--- src/rtl/mac_rr_scheduler_pkg.sv ---
// Shared widths, requester count and small helpers for the round-robin MAC scheduler.
package mac_rr_scheduler_pkg;

  localparam int input_size  = 8;
  localparam int output_size = 16;
  localparam int NUM_REQ     = 4;
  localparam int ID_W        = $clog2(NUM_REQ);

  typedef logic [ID_W-1:0] req_id_t;

  // Reduce an arbitrary requester index modulo NUM_REQ into a tag.
  function automatic req_id_t wrap_id(input int unsigned idx);
    return req_id_t'(idx % NUM_REQ);
  endfunction

endpackage

--- src/rtl/mac_rr_scheduler_mac_pipe.sv ---
// Two-stage A*B+C pipeline: stage 1 multiplies, stage 2 adds and truncates.
// Valid and requester tag travel alongside the data; en freezes both stages.
module mac_pipe
  import mac_rr_scheduler_pkg::*;
(
  input  logic                   clk,
  input  logic                   rst_n,
  input  logic                   en,
  input  logic                   in_valid,
  input  logic [ID_W-1:0]        in_id,
  input  logic [input_size-1:0]  a,
  input  logic [input_size-1:0]  b,
  input  logic [input_size-1:0]  c,
  output logic                   out_valid,
  output logic [ID_W-1:0]        out_id,
  output logic [output_size-1:0] out_data,
  output logic                   busy
);

  localparam int PROD_W = 2 * input_size;
  localparam int SUM_W  = ((PROD_W > output_size) ? PROD_W : output_size) + 1;

  logic              r_s1_valid;
  logic [PROD_W-1:0] r_s1_prod;
  logic [PROD_W-1:0] r_s1_c;
  req_id_t           r_s1_id;

  logic                   r_s2_valid;
  logic [output_size-1:0] r_s2_sum;
  req_id_t                r_s2_id;

  logic [SUM_W-1:0] w_sum;

  // Full-width sum before truncation to the result width.
  assign w_sum = SUM_W'(r_s1_prod) + SUM_W'(r_s1_c);

  // Stage 1: register the full product and the zero-extended addend.
  always_ff @(posedge clk or negedge rst_n) begin
    // NOTE: datapath registers are reset as well as the valids, because the
    // result bus must read zero out of reset; only non-blocking assignments here.
    if (!rst_n) begin
      r_s1_valid <= 1'b0;
      r_s1_prod  <= '0;
      r_s1_c     <= '0;
      r_s1_id    <= '0;
    end else if (en) begin
      r_s1_valid <= in_valid;
      r_s1_prod  <= PROD_W'(a) * PROD_W'(b);
      r_s1_c     <= PROD_W'(c);
      r_s1_id    <= in_id;
    end
  end

  // Stage 2: add and wrap modulo 2^output_size; this is the output register.
  always_ff @(posedge clk or negedge rst_n) begin
    if (!rst_n) begin
      r_s2_valid <= 1'b0;
      r_s2_sum   <= '0;
      r_s2_id    <= '0;
    end else if (en) begin
      r_s2_valid <= r_s1_valid;
      r_s2_sum   <= w_sum[output_size-1:0];
      r_s2_id    <= r_s1_id;
    end
  end

  assign out_valid = r_s2_valid;
  assign out_data  = r_s2_sum;
  assign out_id    = r_s2_id;
  assign busy      = r_s1_valid | r_s2_valid;

endmodule

--- src/rtl/mac_rr_scheduler.sv ---
// Round-robin front end sharing one pipelined MAC among NUM_REQ requesters.
// Holds the arbiter, the rotating priority pointer and the pipeline-advance logic.
module mac_rr_scheduler
  import mac_rr_scheduler_pkg::*;
(
  input  logic                          clk,
  input  logic                          rst_n,
  input  logic [NUM_REQ-1:0]            req_valid,
  output logic [NUM_REQ-1:0]            req_ready,
  input  logic [NUM_REQ*input_size-1:0] req_a,
  input  logic [NUM_REQ*input_size-1:0] req_b,
  input  logic [NUM_REQ*input_size-1:0] req_c,
  output logic                          res_valid,
  input  logic                          res_ready,
  output logic [output_size-1:0]        res_data,
  output logic [ID_W-1:0]               res_id,
  output logic                          busy
);

  req_id_t r_ptr;

  logic                  w_adv;
  logic                  w_found;
  logic                  w_xfer;
  req_id_t               w_grant;
  logic [input_size-1:0] w_a;
  logic [input_size-1:0] w_b;
  logic [input_size-1:0] w_c;

  // The pipeline moves only when the output slot is empty or being drained.
  assign w_adv = !res_valid || res_ready;

  // Search req_valid from r_ptr upward, wrapping, for the first requester.
  always_comb begin
    // NOTE: every output of this block gets a default first, so no path
    // through the loop can leave it unassigned and infer a latch.
    w_found = 1'b0;
    w_grant = '0;
    for (int k = 0; k < NUM_REQ; k++) begin
      automatic req_id_t idx = wrap_id(int'(r_ptr) + k);
      if (!w_found && req_valid[idx]) begin
        w_found = 1'b1;
        w_grant = idx;
      end
    end
  end

  assign req_ready = (rst_n && w_found && w_adv) ? (NUM_REQ'(1) << w_grant) : '0;
  assign w_xfer    = |(req_valid & req_ready);

  assign w_a = req_a[w_grant*input_size +: input_size];
  assign w_b = req_b[w_grant*input_size +: input_size];
  assign w_c = req_c[w_grant*input_size +: input_size];

  // Priority rotates to just past the winner after each accepted transfer.
  always_ff @(posedge clk or negedge rst_n) begin
    if (!rst_n) begin
      r_ptr <= '0;
    end else if (w_xfer) begin
      r_ptr <= wrap_id(int'(w_grant) + 1);
    end
  end

  mac_pipe u_mac_pipe (
    .clk      (clk),
    .rst_n    (rst_n),
    .en       (w_adv),
    .in_valid (w_xfer),
    .in_id    (w_grant),
    .a        (w_a),
    .b        (w_b),
    .c        (w_c),
    .out_valid(res_valid),
    .out_id   (res_id),
    .out_data (res_data),
    .busy     (busy)
  );

endmodule

--- config.mk ---
export PLATFORM = sky130hd
export DESIGN_NAME = mac_rr_scheduler
export DESIGN_NICKNAME = d
export VERILOG_FILES = /design/src/rtl/mac_rr_scheduler_pkg.sv /design/src/rtl/mac_rr_scheduler_mac_pipe.sv /design/src/rtl/mac_rr_scheduler.sv
export SDC_FILE = /design/constraint.sdc
export NUM_CORES = 1
export LEC_CHECK = 0
export CAP_MARGIN = 10
export CORE_UTILIZATION = 35
export DETAILED_ROUTE_END_ITERATION = 10
export SYNTH_ARGS = -nofsm -noshare
export SYNTH_HDL_FRONTEND = slang
export SYNTH_SLANG_ARGS = --single-unit
--- constraint.sdc ---
create_clock -name clk -period 7.7 [get_ports clk]
set_input_delay 0.77 -clock clk [delete_from_list [all_inputs] [get_ports clk]]
set_output_delay 0.77 -clock clk [all_outputs]
set_load 0.01 [all_outputs]
After elaboration in Yosys (flattened, before gate mapping)
Index checks and enable logic that the tools add are counted.

operators by class
  add/subtract/negate cells = 5
  $mul = 1
  divide/modulo/power cells = 0
  magnitude comparators = 4
  equal/unequal tests = 0
  shifts and indexed selects = 4
  multiplexer cells = 17
  bitwise operators = 2
  reductions and logical operators = 11

operators by type and width
  operator                                            count
  indexed part select 32 x 6 -> 8 bit                 3
  adder 16 x 8 -> 16 bit                              1
  multiplier 8 x 8 -> 16 bit                          1
  < comparator 2 x 3 -> 1 bit, second input constant  4
  binary-select mux 1 bit (select 2 bit)              4
  2-to-1 mux 1 bit                                    8
  2-to-1 mux 2 bit                                    4
  logical AND 1 bit                                   5
  adder 2 x 1 -> 2 bit, second input constant         2
  adder 2 bit, second input constant                  2
  bitwise AND 4 bit                                   1
  zero test 1 bit                                     4
  2-to-1 mux 4 bit                                    1
  OR reduction 4 bit                                  1
  << shifter 1 x 2 -> 4 bit, first input constant     1
  logical OR 1 bit                                    1
  OR 1 bit                                            1

word-level totals
  bits in registers = 48
  latch bits = 0
  RAM bits = 0
  bits in read-only memories = 0
  word-level logic and storage cells = 52
  memories kept = 0

Logic depth before layout (Yosys ltp)
Gate-level depths: netlist of run 1.

  depth after elaboration = 17
  depth in mapped cells = 22

By module
From an unflattened synthesis of run 1, not the netlist that was laid out.

unflattened totals
  cells, all modules = 555
  area, all modules = 5373.9 um2

modules (own cells, without submodules)
  module            times used  cells each  area an instance (um2)  sequential area each (um2)
  mac_pipe          1           447         4334.2                  1151.1
  mac_rr_scheduler  1           108         1039.7                  50.0

Worst setup path after synthesis of run 1
No wires, ideal clock.

  kind = in2reg
  start point = in req_valid[2]
  end point = reg u_mac_pipe.r_s1_prod[13]
  arrival = 5.753 ns
  slack = 1.851 ns
  stages on the path = 19
  path through = mux2i_1 -> nor2_1 -> nor3_4 -> buf_4 -> mux2_2 -> or2_1 -> fa_1 -> fa_1 -> inv_1 -> fa_1 -> inv_1 -> fa_1 -> inv_1 -> ha_1 -> or2_2 -> o31ai_1 -> a21oi_1 -> o21a_1 -> o31ai_1

between the ends
  cells in the longest elaborated chain, start to end = 14
  elaborated cells between the ends (all ways) = 24

ends and longest elaborated chain
  what                                                           RTL line                                        RTL
  start: declaration                                             mac_rr_scheduler.sv:8                           input logic [NUM_REQ-1:0] req_valid,
  binary-select mux 1 bit (select 2 bit)                         mac_rr_scheduler.sv:41                          if (!w_found && req_valid[idx]) begin
  2-to-1 mux 1 bit (not written as such)                         mac_rr_scheduler.sv:41
  2-to-1 mux 1 bit                                               mac_rr_scheduler.sv:41
  zero test 1 bit                                                mac_rr_scheduler.sv:41
  logical AND 1 bit                                              mac_rr_scheduler.sv:41
  2-to-1 mux 1 bit                                               mac_rr_scheduler.sv:41
  zero test 1 bit                                                mac_rr_scheduler.sv:41
  logical AND 1 bit                                              mac_rr_scheduler.sv:41
  2-to-1 mux 1 bit                                               mac_rr_scheduler.sv:41
  zero test 1 bit                                                mac_rr_scheduler.sv:41
  logical AND 1 bit                                              mac_rr_scheduler.sv:41
  2-to-1 mux 2 bit *                                             mac_rr_scheduler.sv:41
  indexed part select 32 x 6 -> 8 bit, on equally long branches  mac_rr_scheduler.sv:51, mac_rr_scheduler.sv:52
  multiplier 8 x 8 -> 16 bit *                                   mac_rr_scheduler_mac_pipe.sv:48                 r_s1_prod <= PROD_W'(a) * PROD_W'(b);
  end signal: assignment                                         mac_rr_scheduler_mac_pipe.sv:48
  end: declaration                                               mac_rr_scheduler_mac_pipe.sv:24                 logic [PROD_W-1:0] r_s1_prod;

Every way passes the cells marked *; elsewhere a longest branch is shown, timed or not. The select of a mux whose other input is x is not followed.
A chain may end at the register's enable or synchronous reset.

Worst setup path in the final report of run 1
Same ends and word-level chain as after synthesis.

==> results of run 1 <==
flip-flops by register name, summed over array words and instances (netlist names):
name	cells
r_ptr	2
u_mac_pipe.out_data	16
u_mac_pipe.out_id	2
u_mac_pipe.out_valid	1
u_mac_pipe.r_s1_c	8
u_mac_pipe.r_s1_id	2
u_mac_pipe.r_s1_prod	16
u_mac_pipe.r_s1_valid	1
layout by cell type, fill, tap and decap left out, types with 6 or more instances in the layout:
master,netlist,layout
or2_1,20,20
fa_1,37,37
xor2_1,14,14
inv_1,65,65
mux2i_1,49,49
mux2_2,25,25
dfrtp_1,48,48
and2_1,6,6
o21ai_0,26,26
a21oi_1,30,30
a31oi_1,6,6
nand3_1,6,6
nand2_1,44,44
a21o_1,10,10
clkdlybuf4s50_1,0,125
buf_4,4,6
ha_1,48,48
nor2_1,74,74
worst min-delay path, delay by kind of cell, from the launching register on:
kind | cells | cell delay (ns)
flip-flops | 1 | 0.34
AND/OR/NAND/NOR | 2 | 0.10
metal layers:
layer	share of wire (%)	wire length [um]	vias to the layer above	track usage (%)
li1	-	-	2179	-
met1	46	5656	2018	21.60
met2	47	5804	117	30.87
met3	5.0	615	14	2.701
met4	1.4	177	0	4.142
met5	0	0	-	0
per-stage QoR:
| stage | hold WS (ns) | util [%] | setup WS (ns) |
|---|---|---|---|
| 6_report | 0.4704 | 47.17 | 1.061 |
| 5_1_grt | 0.4948 | 47.17 | 0.6705 |
| 4_1_cts | 0.4774 | 47.17 | 1.006 |
| 3_5_place_dp | 0.4627 | 45.91 | 0.7050 |
| 3_3_place_gp | 0.4482 | 45.91 | 0.8637 |
| 2_1_floorplan | 0.4428 | - | 1.851 |
final cells by class:
type	count	area, um2
Fill cell	1395	7649
Multi-Input combinational cell	448	3671
Timing Repair Buffer	132	1301
Sequential cell	48	1201
Inverter	65	244.0
Tap cell	184	230.2
Clock buffer	7	152.6
Clock inverter	1	30.03
path summary, 6_finish.rpt:
check	from	end	slack [ns]	cells past startpoint
setup / recovery	req_valid[2]	u_mac_pipe.r_s1_prod[13]$_DFFE_PN0N_	1.06	19
hold / removal	u_mac_pipe.out_id[0]$_DFFE_PN0N_	u_mac_pipe.out_id[0]$_DFFE_PN0N_	0.47	2
setup reg to reg	r_ptr[1]$_DFFE_PN0P_	u_mac_pipe.r_s1_prod[13]$_DFFE_PN0N_	1.54	18
hold reg to reg	u_mac_pipe.out_id[0]$_DFFE_PN0N_	u_mac_pipe.out_id[0]$_DFFE_PN0N_	0.47	2
max in group asynchronous	rst_n	u_mac_pipe.r_s1_prod[3]$_DFFE_PN0N_	6.71	2
min in group asynchronous	rst_n	u_mac_pipe.out_id[0]$_DFFE_PN0N_	0.57	2
cells by family after synthesis:
family	share of synthesized area, %
adders and majority gates	25.84
buffers and inverters	6.411
DFF	23.14
muxes	14.87
AOI/OAI and AO/OA	11.21
and+or+nand+nor	15.50
xor gates and xnor gates	3.037
==> impl_metrics.yaml, run 1 <==
cts:
  cts_root_buffer: "clkbuf_16"
  post_cts_resized: 0
  clkSlewWorstSetupHoldPaths_ns: 0.06
  cts-htree-levels: 2
  ctsHoldBuffers: 0
  cts_setup_buffers: 0
  clk_latency_ns: 0.29
  cts_num_sinks: 48
  clock_path_buffers: 2
  cts_tree: "built"
  numCtsBuffers: 5
timing:
  period_minus_slack_ns: 6.639
  fin_skew_ns: 0.006871
  setup_viol: 0
  finalSetupTns_ns: 0
  layout_worst_path_cycle_share_pct: 86.23
  worstMarginPinSlew_ns: 0.8267
  drv_slew: 0
  hold_violations: 0
  fmaxAchievable_mhz: 150.6
  maxSlewHeadroom_pct: 44.71
  rsz0062_at_grt: "false"
worst_setup_path:
  path_buf_inv: 4
  critPathMaxFanout: 18
  crit_family: "adder cells"
  worstPathArrival_ns: 6.83
  crit_type: "in2reg"
  cp_common_cell: "fa_1"
  critical_path.slowest_cell: "nor3_4"
  end_kind: "flip-flop"
  required_ns: 7.89
  crit_path_start_kind: "input pin"
  cpPeakStageDelay_ns: 0.70
  crit_chain: "clkdlybuf4s50_1, mux2i_1, nor2_1, nor3_4, mux2_2, or2_1, fa_1, fa_1, inv_1, fa_1, inv_1, fa_1, inv_1, ha_1, or2_2, o31ai_1, a21oi_1, o21a_1, o31ai_1"
route:
  vias: 4328
  firstDrtPassIters: 4
  wire_per_inst_um: 13.85
  drc: 0
  initialDrtViolationCount: 187
  postRouteWirelength_um: 12250
  ant_nets: 0
  viasPerCell: 4.890
min_path:
  worstHoldPathType: "reg2reg"
logic_synthesis:
  synth_cell_types: 46
  ys_warn_count: 0
  synth-edff-count: 0
  ys_ff_latch: 48
  synthCells: 578
  ys_seq_area_share_pct: 23.14
  synth.area.top_cells: "dfrtp_1 23%, fa_1 14%, ha_1 12%"
  syn_area_um2: 5191
  yosysTopAreaCell: "dfrtp_1"
  ys.flop_type: "dfrtp_1"
  postSynth.asyncResetShare_pct: 100.0
  syn_avg_cell_area_um2: 8.981
  synth_most_common_cell: "nor2_1"
  synth_nets: 766
  synth_top_area_share_pct: 23.14
  yosys-top-cells-count: "74 x nor2_1, 65 x inv_1, 49 x mux2i_1, 48 x dfrtp_1, 48 x ha_1"
placed_design:
  port_buffers: 126
  gp_congestion: 0.8783
  dp_hpwl_um: 10100
  placedCellCount: 877
  dpl_cell_area_um2: 6648
cells_and_area:
  nets: 888
  antenna_cells: 0
  design_area_um2: 6830
  drive_above_1_share_pct: 6.705
  syn2layout_area_growth_pct: 31.57
  layout.cells.non_filler: 885
status:
  status: "completed"
floorplanning:
  start_util_pct: 35.85
  core_um2: 14480
  die_area_um2: 15320
  die_h_um: 123.8
  dieWidth_um: 123.8
  io_pins: 127
  std_cell_rows: 44
global_routing:
  antenna_found_initial: 0
  grt_overflow: 0
  grt_pass1_vias: 4532
  grt_max_degree: 50
  track_usage_pct: 17.27
  grt_pass1_wl_um: 21110
flow_run:
  max_cap_violations: 0
Power of run 1 is not shown: default switching activity piles up to over one toggle a cycle in this logic, so the estimate is an artifact.
==> run 2, diff against run 1 <==
--- a/config.mk
+++ b/config.mk
@@ -5,9 +5,12 @@
 export SDC_FILE = /design/constraint.sdc
 export NUM_CORES = 1
 export LEC_CHECK = 0
+export ABC_CLOCK_PERIOD_IN_PS = 7700
 export CAP_MARGIN = 10
 export CORE_UTILIZATION = 35
 export DETAILED_ROUTE_END_ITERATION = 10
+export GPL_ROUTABILITY_DRIVEN = 1
+export SETUP_SLACK_MARGIN = 0.1
 export SYNTH_ARGS = -nofsm -noshare
 export SYNTH_HDL_FRONTEND = slang
 export SYNTH_SLANG_ARGS = --single-unit
==> results of run 2 <==
Same layout as run 1: the final DEF is identical, and so are final timing and power.
Power of run 2 is left out for the same reason.
==> run 3, diff against run 2 <==
--- a/config.mk
+++ b/config.mk
@@ -11,6 +11,7 @@
 export DETAILED_ROUTE_END_ITERATION = 10
 export GPL_ROUTABILITY_DRIVEN = 1
 export SETUP_SLACK_MARGIN = 0.1
+export SLEW_MARGIN = 20
 export SYNTH_ARGS = -nofsm -noshare
 export SYNTH_HDL_FRONTEND = slang
 export SYNTH_SLANG_ARGS = --single-unit
==> results of run 3 <==
Same layout as run 1: the final DEF is identical, and so are final timing and power.
Power of run 3 is left out for the same reason.
